$ cat config.mk
export PLATFORM = sky130hd
export DESIGN_NAME = fifo_row_reader_flat
export DESIGN_NICKNAME = d
export VERILOG_FILES = /design/src/rtl/tpu_pkg.sv /design/src/rtl/fifo_row_reader_if.sv /design/src/rtl/fifo_row_reader_row_assembler.sv /design/src/rtl/fifo_row_reader.sv /design/src/flat_wrapper.sv
export SDC_FILE = /design/constraint.sdc
export NUM_CORES = 1
export LEC_CHECK = 0
export BUFFER_PORTS_ARGS = -buffer_cell sky130_fd_sc_hd__clkbuf_2
export CORE_ASPECT_RATIO = 0.9
export CORE_MARGIN = 2
export CORE_UTILIZATION = 55
export DETAILED_ROUTE_END_ITERATION = 10
export GPL_ROUTABILITY_DRIVEN = 0
export HOLD_SLACK_MARGIN = 0.06
export MAX_ROUTING_LAYER = met4
export PLACE_DENSITY = 0.75
export SYNTH_ARGS = -nofsm -noshare
export SYNTH_HDL_FRONTEND = slang
export SYNTH_SLANG_ARGS = --single-unit
$ cat constraint.sdc
create_clock -name clk -period 3.45 [get_ports clk]
set_clock_uncertainty 0.05 [all_clocks]
set_input_delay 1.035 -clock clk [delete_from_list [all_inputs] [get_ports clk]]
set_output_delay 1.035 -clock clk [all_outputs]
set_load 0.01 [all_outputs]
$ cat src/rtl/tpu_pkg.sv
// Shared TPU definitions: row-reader FSM encoding and the default packed row
// width seen by consumers of the row stream.
package tpu_pkg;

  localparam int ROW_FIFO_WIDTH = 8;
  localparam int ROW_LANES      = 4;
  localparam int ROW_WIDTH      = ROW_LANES * ROW_FIFO_WIDTH;

  typedef enum logic [1:0] {
    IDLE  = 2'd0,
    RUN   = 2'd1,
    DRAIN = 2'd2
  } row_reader_state_t;

endpackage

$ cat src/rtl/fifo_row_reader_if.sv
// FIFO read port plus the valid/ready row stream of the row reader.
// master = the reader, slave = FIFO and row consumer side.
interface fifo_row_reader_if #(
  parameter int FIFO_WIDTH = 8,
  parameter int LANES      = 4
);

  logic [FIFO_WIDTH-1:0]       fifo_data_in;
  logic                        fifo_empty;
  logic                        fifo_next_en;
  logic [LANES*FIFO_WIDTH-1:0] out_data;
  logic                        out_valid;
  logic                        out_ready;

  modport master (
    input  fifo_data_in, fifo_empty, out_ready,
    output fifo_next_en, out_data, out_valid
  );

  modport slave (
    output fifo_data_in, fifo_empty, out_ready,
    input  fifo_next_en, out_data, out_valid
  );

endinterface

$ cat src/rtl/fifo_row_reader_row_assembler.sv
// Lane counter, assembly register and output row register. Popped words fill
// lanes 0..LANES-2; the word that lands in the last lane goes straight into
// the output register together with the assembled lanes.
module row_assembler #(
  parameter int FIFO_WIDTH = 8,
  parameter int LANES      = 4
) (
  input  logic                        clk,
  input  logic                        rst,
  input  logic                        clr,
  input  logic                        pop,
  input  logic [FIFO_WIDTH-1:0]       data_in,
  input  logic                        out_ready,
  output logic                        lane_last,
  output logic [LANES*FIFO_WIDTH-1:0] out_data,
  output logic                        out_valid
);

  localparam int LW = $clog2(LANES);
  localparam int AW = (LANES - 1) * FIFO_WIDTH;

  logic [LW-1:0]               lane_cnt_q, lane_cnt_d;
  logic [AW-1:0]               asm_q, asm_d;
  logic [LANES*FIFO_WIDTH-1:0] out_data_q, out_data_d;
  logic                        out_valid_q, out_valid_d;

  assign lane_last = (lane_cnt_q == LW'(LANES - 1));
  assign out_data  = out_data_q;
  assign out_valid = out_valid_q;

  // Next-state: lane fill, row completion, and valid/ready hold of the output.
  always_comb begin
    lane_cnt_d  = lane_cnt_q;
    asm_d       = asm_q;
    out_data_d  = out_data_q;
    out_valid_d = out_valid_q;
    if (out_valid_q && out_ready) out_valid_d = 1'b0;
    if (clr) lane_cnt_d = '0;
    if (pop) begin
      if (lane_last) begin
        // Only reachable when the output slot is free or being accepted now.
        out_data_d  = {data_in, asm_q};
        out_valid_d = 1'b1;
        lane_cnt_d  = '0;
      end else begin
        for (int i = 0; i < LANES - 1; i++) begin
          if (lane_cnt_q == LW'(i)) asm_d[i*FIFO_WIDTH +: FIFO_WIDTH] = data_in;
        end
        lane_cnt_d = lane_cnt_q + LW'(1);
      end
    end
  end

  // Register update with asynchronous clear.
  always_ff @(posedge clk or posedge rst) begin
    if (rst) begin
      lane_cnt_q  <= '0;
      asm_q       <= '0;
      out_data_q  <= '0;
      out_valid_q <= 1'b0;
    end else begin
      lane_cnt_q  <= lane_cnt_d;
      asm_q       <= asm_d;
      out_data_q  <= out_data_d;
      out_valid_q <= out_valid_d;
    end
  end

endmodule

$ cat src/rtl/fifo_row_reader.sv
// Read-side FIFO controller: pops words, packs LANES of them per row and
// streams num_rows rows per start pulse, then pulses done.
//
//   state | meaning
//   IDLE  | waiting for start
//   RUN   | popping words and emitting rows
//   DRAIN | all words popped, waiting for the last row to be accepted
module fifo_row_reader
  import tpu_pkg::*;
#(
  parameter int FIFO_WIDTH    = 8,
  parameter int LANES         = 4,
  parameter int ROW_CNT_WIDTH = 16
) (
  input  logic                     clk,
  input  logic                     rst,
  input  logic                     start,
  input  logic [ROW_CNT_WIDTH-1:0] num_rows,
  fifo_row_reader_if.master        bus,
  output logic                     busy,
  output logic                     done
);

  row_reader_state_t        state_q, state_d;
  logic [ROW_CNT_WIDTH-1:0] rows_left_q, rows_left_d;
  logic                     done_q, done_d;
  logic                     clr;
  logic                     pop;
  logic                     stall;
  logic                     row_done;
  logic                     lane_last;
  logic                     out_valid;

  // Hold off the row-completing pop while the previous row is still unaccepted.
  assign stall    = lane_last && out_valid && !bus.out_ready;
  assign pop      = (state_q == RUN) && !bus.fifo_empty && !stall;
  assign row_done = pop && lane_last;

  assign bus.fifo_next_en = pop;
  assign bus.out_valid    = out_valid;
  assign busy             = (state_q == RUN) || (state_q == DRAIN);
  assign done             = done_q;

  row_assembler #(
    .FIFO_WIDTH (FIFO_WIDTH),
    .LANES      (LANES)
  ) u_row_assembler (
    .clk       (clk),
    .rst       (rst),
    .clr       (clr),
    .pop       (pop),
    .data_in   (bus.fifo_data_in),
    .out_ready (bus.out_ready),
    .lane_last (lane_last),
    .out_data  (bus.out_data),
    .out_valid (out_valid)
  );

  // Burst sequencing: row countdown and done generation.
  always_comb begin
    state_d     = state_q;
    rows_left_d = rows_left_q;
    done_d      = 1'b0;
    clr         = 1'b0;
    case (state_q)
      IDLE: begin
        if (start) begin
          clr = 1'b1;
          if (num_rows != '0) begin
            state_d     = RUN;
            rows_left_d = num_rows;
          end else begin
            done_d = 1'b1;
          end
        end
      end
      RUN: begin
        if (row_done) begin
          rows_left_d = rows_left_q - ROW_CNT_WIDTH'(1);
          if (rows_left_q == ROW_CNT_WIDTH'(1)) state_d = DRAIN;
        end
      end
      DRAIN: begin
        if (out_valid && bus.out_ready) begin
          state_d = IDLE;
          done_d  = 1'b1;
        end
      end
      default: state_d = IDLE;
    endcase
  end

  // FSM registers with asynchronous clear; reset aborts any burst silently.
  always_ff @(posedge clk or posedge rst) begin
    if (rst) begin
      state_q     <= IDLE;
      rows_left_q <= '0;
      done_q      <= 1'b0;
    end else begin
      state_q     <= state_d;
      rows_left_q <= rows_left_d;
      done_q      <= done_d;
    end
  end

endmodule

$ cat src/flat_wrapper.sv
// flat-port wrapper written by rule: the top's interface ports become plain ports
module fifo_row_reader_flat import tpu_pkg::*;
#(
  parameter int FIFO_WIDTH    = 8,
  parameter int LANES         = 4,
  parameter int ROW_CNT_WIDTH = 16
)
  (clk, rst, start, num_rows, busy, done, bus_fifo_data_in, bus_fifo_empty, bus_out_ready, bus_fifo_next_en, bus_out_data, bus_out_valid);
  fifo_row_reader_if #(.FIFO_WIDTH(FIFO_WIDTH), .LANES(LANES)) bus_i ();
  input  logic clk;
  input  logic rst;
  input  logic start;
  input  logic [ROW_CNT_WIDTH-1:0] num_rows;
  output logic busy;
  output logic done;
  input wire logic [$bits(bus_i.fifo_data_in)-1:0] bus_fifo_data_in;
  input wire logic [$bits(bus_i.fifo_empty)-1:0] bus_fifo_empty;
  input wire logic [$bits(bus_i.out_ready)-1:0] bus_out_ready;
  output wire logic [$bits(bus_i.fifo_next_en)-1:0] bus_fifo_next_en;
  output wire logic [$bits(bus_i.out_data)-1:0] bus_out_data;
  output wire logic [$bits(bus_i.out_valid)-1:0] bus_out_valid;
  assign bus_i.fifo_data_in = bus_fifo_data_in;
  assign bus_i.fifo_empty = bus_fifo_empty;
  assign bus_i.out_ready = bus_out_ready;
  assign bus_fifo_next_en = bus_i.fifo_next_en;
  assign bus_out_data = bus_i.out_data;
  assign bus_out_valid = bus_i.out_valid;
  fifo_row_reader #(.FIFO_WIDTH(FIFO_WIDTH), .LANES(LANES), .ROW_CNT_WIDTH(ROW_CNT_WIDTH)) u_core (.clk(clk), .rst(rst), .start(start), .num_rows(num_rows), .bus(bus_i), .busy(busy), .done(done));
endmodule
==> flow_metrics.env <==
export IMPL_reg2reg_slack_ps=1040
export IMPL_chipWidth_um=89.1
export IMPL_min_path_cells=1
export IMPL_path_clk_slew_ps=70
export IMPL_r2r_start="u_core.state_q[1]"
export IMPL_port_buffers=64
export IMPL_p_leak_uw=0.00197
export IMPL_yosysMostFrequentCell="dfrtp_1"
export IMPL_grt_use_total_pct=22.9
export IMPL_fmax_ghz=0.344
export IMPL_reg2regPathDepth=7
export IMPL_via_per_inst=5.55
export IMPL_path_cells="clkbuf_2, nand2b_1, inv_1, a21oi_2, clkbuf_2"
export IMPL_first_pass_iters=5
export IMPL_synth_top_flop_cell="dfrtp_1"
export IMPL_fin_tns_setup_ps=0
export IMPL_async_reset_ff_share_pct=100
export IMPL_start_util_pct=57.7
export IMPL_required_ps=2360
export IMPL_dr_first_iter_drc_count=213
export IMPL_clk_path_buf_depth=2
export IMPL_crit_start="bus_out_ready"
export IMPL_setup_violations_final=0
export IMPL_ys_warn_count=0
export IMPL_outcome="finished clean"
export IMPL_path_class="input pin to output port"
export IMPL_cts_buffers=9
export IMPL_fin_total_pwr_uw=3670
export IMPL_multi_input_area_sq_um=1530
export IMPL_post_cts_setup_buffers=0
export IMPL_crit_path_end_kind="output port"
export IMPL_fillCellCount=504
export IMPL_maxCapViolCount=0
export IMPL_fp_dieArea_sq_um=7190
export IMPL_core_area_sq_um=6220
export IMPL_cp_slowest_cell="a21oi_2"
export IMPL_finalCritPeriodShare_pct=84.3
export IMPL_syn_inst=295
export IMPL_r2r_end="u_core.u_row_assembler.out_data[17]"
export IMPL_synth_top_area_share_pct=54.4
export IMPL_cts_tree="done"
export IMPL_syn_nets=334
export IMPL_wirelength_mm=7.32
export IMPL_finalHoldViolCount=0
export IMPL_synth_area_leader_cell="dfrtp_1"
export IMPL_drive_gt1_share_pct=41.3
export IMPL_ys_ff_latch=78
export IMPL_path_common_cell="clkbuf_2"
export IMPL_io_pins=65
export IMPL_grt_max_degree=41
export IMPL_cp_data_arrival_time_ps=1820
export IMPL_ys_types=46
export IMPL_synth_top_cells_by_area="dfrtp_1, mux2_2, ha_1"
export IMPL_syn_cell_area_sq_um=3590
export IMPL_grt_overflow_total=0
export IMPL_synth_edf_count=0
export IMPL_detail_route_antenna_nets=0
export IMPL_drc=0
export IMPL_cp_max_fo=7
export IMPL_synth_common_cells="dfrtp_1, mux2_2, o21ai_0"
export IMPL_grt_antenna_before_repair=0
export IMPL_antenna_cells=0
export IMPL_grt_pass1_wl_mm=12.1
export IMPL_crit_buf_inv=3
export IMPL_cts_hold_buffers=0
export IMPL_grt_pass1_vias=2598
export IMPL_hold_path_startpoint="u_core.u_row_assembler.asm_q[13]"
export IMPL_hp_class="flop to flop"
export IMPL_area_growth_pct=16.7
export IMPL_htreeDepth=3
export IMPL_rsz0062_at_grt="no"
export IMPL_power_density_nw_per_um2=876
export IMPL_start_kind="input pin"
export IMPL_hpwl_mm=5.04
export IMPL_die_y_um=80.6
export IMPL_vdd_ir_drop_worst_uv=440
export IMPL_nets=402
export IMPL_post_route_min_period_ps=2910
export IMPL_tightest_slew_ps=756
export IMPL_finish_utilization_pct=67.4
export IMPL_synth_seq_area_share_pct=54.4
export IMPL_post_place_cells=439
export IMPL_rows=27
export IMPL_cts_resized=0
export IMPL_instances_no_fill=455
export IMPL_slowest_delay_ps=270
export IMPL_cts_sinks=78
export IMPL_routedWlPerCell_um=16.1
export IMPL_insertion_delay_ps=340
export IMPL_syn_area_per_cell_sq_um=12.2
export IMPL_slew_headroom_pct=49.2
export IMPL_cts_root_buf="clkbuf_8"
export IMPL_regArea_sq_um=1950
export IMPL_cp_top_family="buffers and inverters"
export IMPL_hold_end="u_core.u_row_assembler.out_data[13]"
export IMPL_slew_viol_final=0
export IMPL_vias=2524
-- worst register-to-register path, cell delays in order, from the launching register on --
cell     delay, ps
dfrtp_1        400
inv_1          110
ha_1           190
buf_4          290
nor2b_1        210
and3_1         230
buf_4          400
mux2_2         410
-- worst max-delay path by stage --
stage          depth (start not counted)                to
2_1_floorplan                          1       u_core.done
3_3_place_gp                           5  bus_fifo_next_en
3_5_place_dp                           5  bus_fifo_next_en
4_1_cts                                5  bus_fifo_next_en
5_1_grt                                5  bus_fifo_next_en
6_report                               5  bus_fifo_next_en
-- layout by cell type (no fill, tap or decap), types with 4 or more instances in the layout --
cell	n
mux2_2	57
nand2_1	17
ha_1	10
a31oi_1	6
o21ai_0	20
mux2i_1	4
clkinv_2	5
nor4_1	6
clkbuf_2	64
clkbuf_8	9
nor3_1	5
dfrtp_1	78
o22a_1	4
inv_1	11
a21oi_1	11
nand3_1	5
nor2_1	15
-- cell type report --
| class | instances | share of cell area, % |
|---|---|---|
| Clock buffer | 9 | 2.96 |
| Tap cell | 87 | 2.60 |
| Timing Repair Buffer | 68 | 8.66 |
| Sequential cell | 78 | 46.6 |
| Clock inverter | 7 | 1.55 |
| Inverter | 12 | 1.11 |
| Multi-Input combinational cell | 194 | 36.5 |
-- per-stage QoR --
stage               area (sq um)  hold WS (ps)  setup WS (ps)
finish                      4190           455            543
global route                4190           468            462
CTS                         4190           459            548
detailed placement          4000           441            546
global placement            4000           431            592
floorplan                   3590           424            370
-- report_power, final --
group | internal (uW) | switching [uW] | total (uW)
Clock | 329 | 330 | 659
Combinational | 668 | 717 | 1390
Sequential | 1340 | 285 | 1630
-- sequential cells by signal (all words and copies together) (netlist names) --
signal,flops
u_core.state_q,2
u_core.u_row_assembler.lane_cnt_q,2
u_core.u_row_assembler.asm_q,24
u_core.u_row_assembler.out_data,32
u_core.u_row_assembler.out_valid,1
u_core.done,1
u_core.rows_left_q,16
-- metal layers --
| metal | share of wire, % | GRT usage (%) |
|---|---|---|
| met5 | 0 | - |
| met4 | 0.90 | 6.12 |
| met3 | 5.1 | 6.78 |
| met2 | 50 | 36.1 |
| met1 | 44 | 29.1 |
-- kinds of logic after synthesis --
group	after synthesis	synth area share (%)
buf+inv	23	2.96
compound gates	56	10.0
mux	61	19.0
fa+ha+maj	10	3.49
flops	78	54.4
xor+xnor	1	0.244
simple gates	66	9.87
Note: power is estimated with default switching activity, not from simulation.
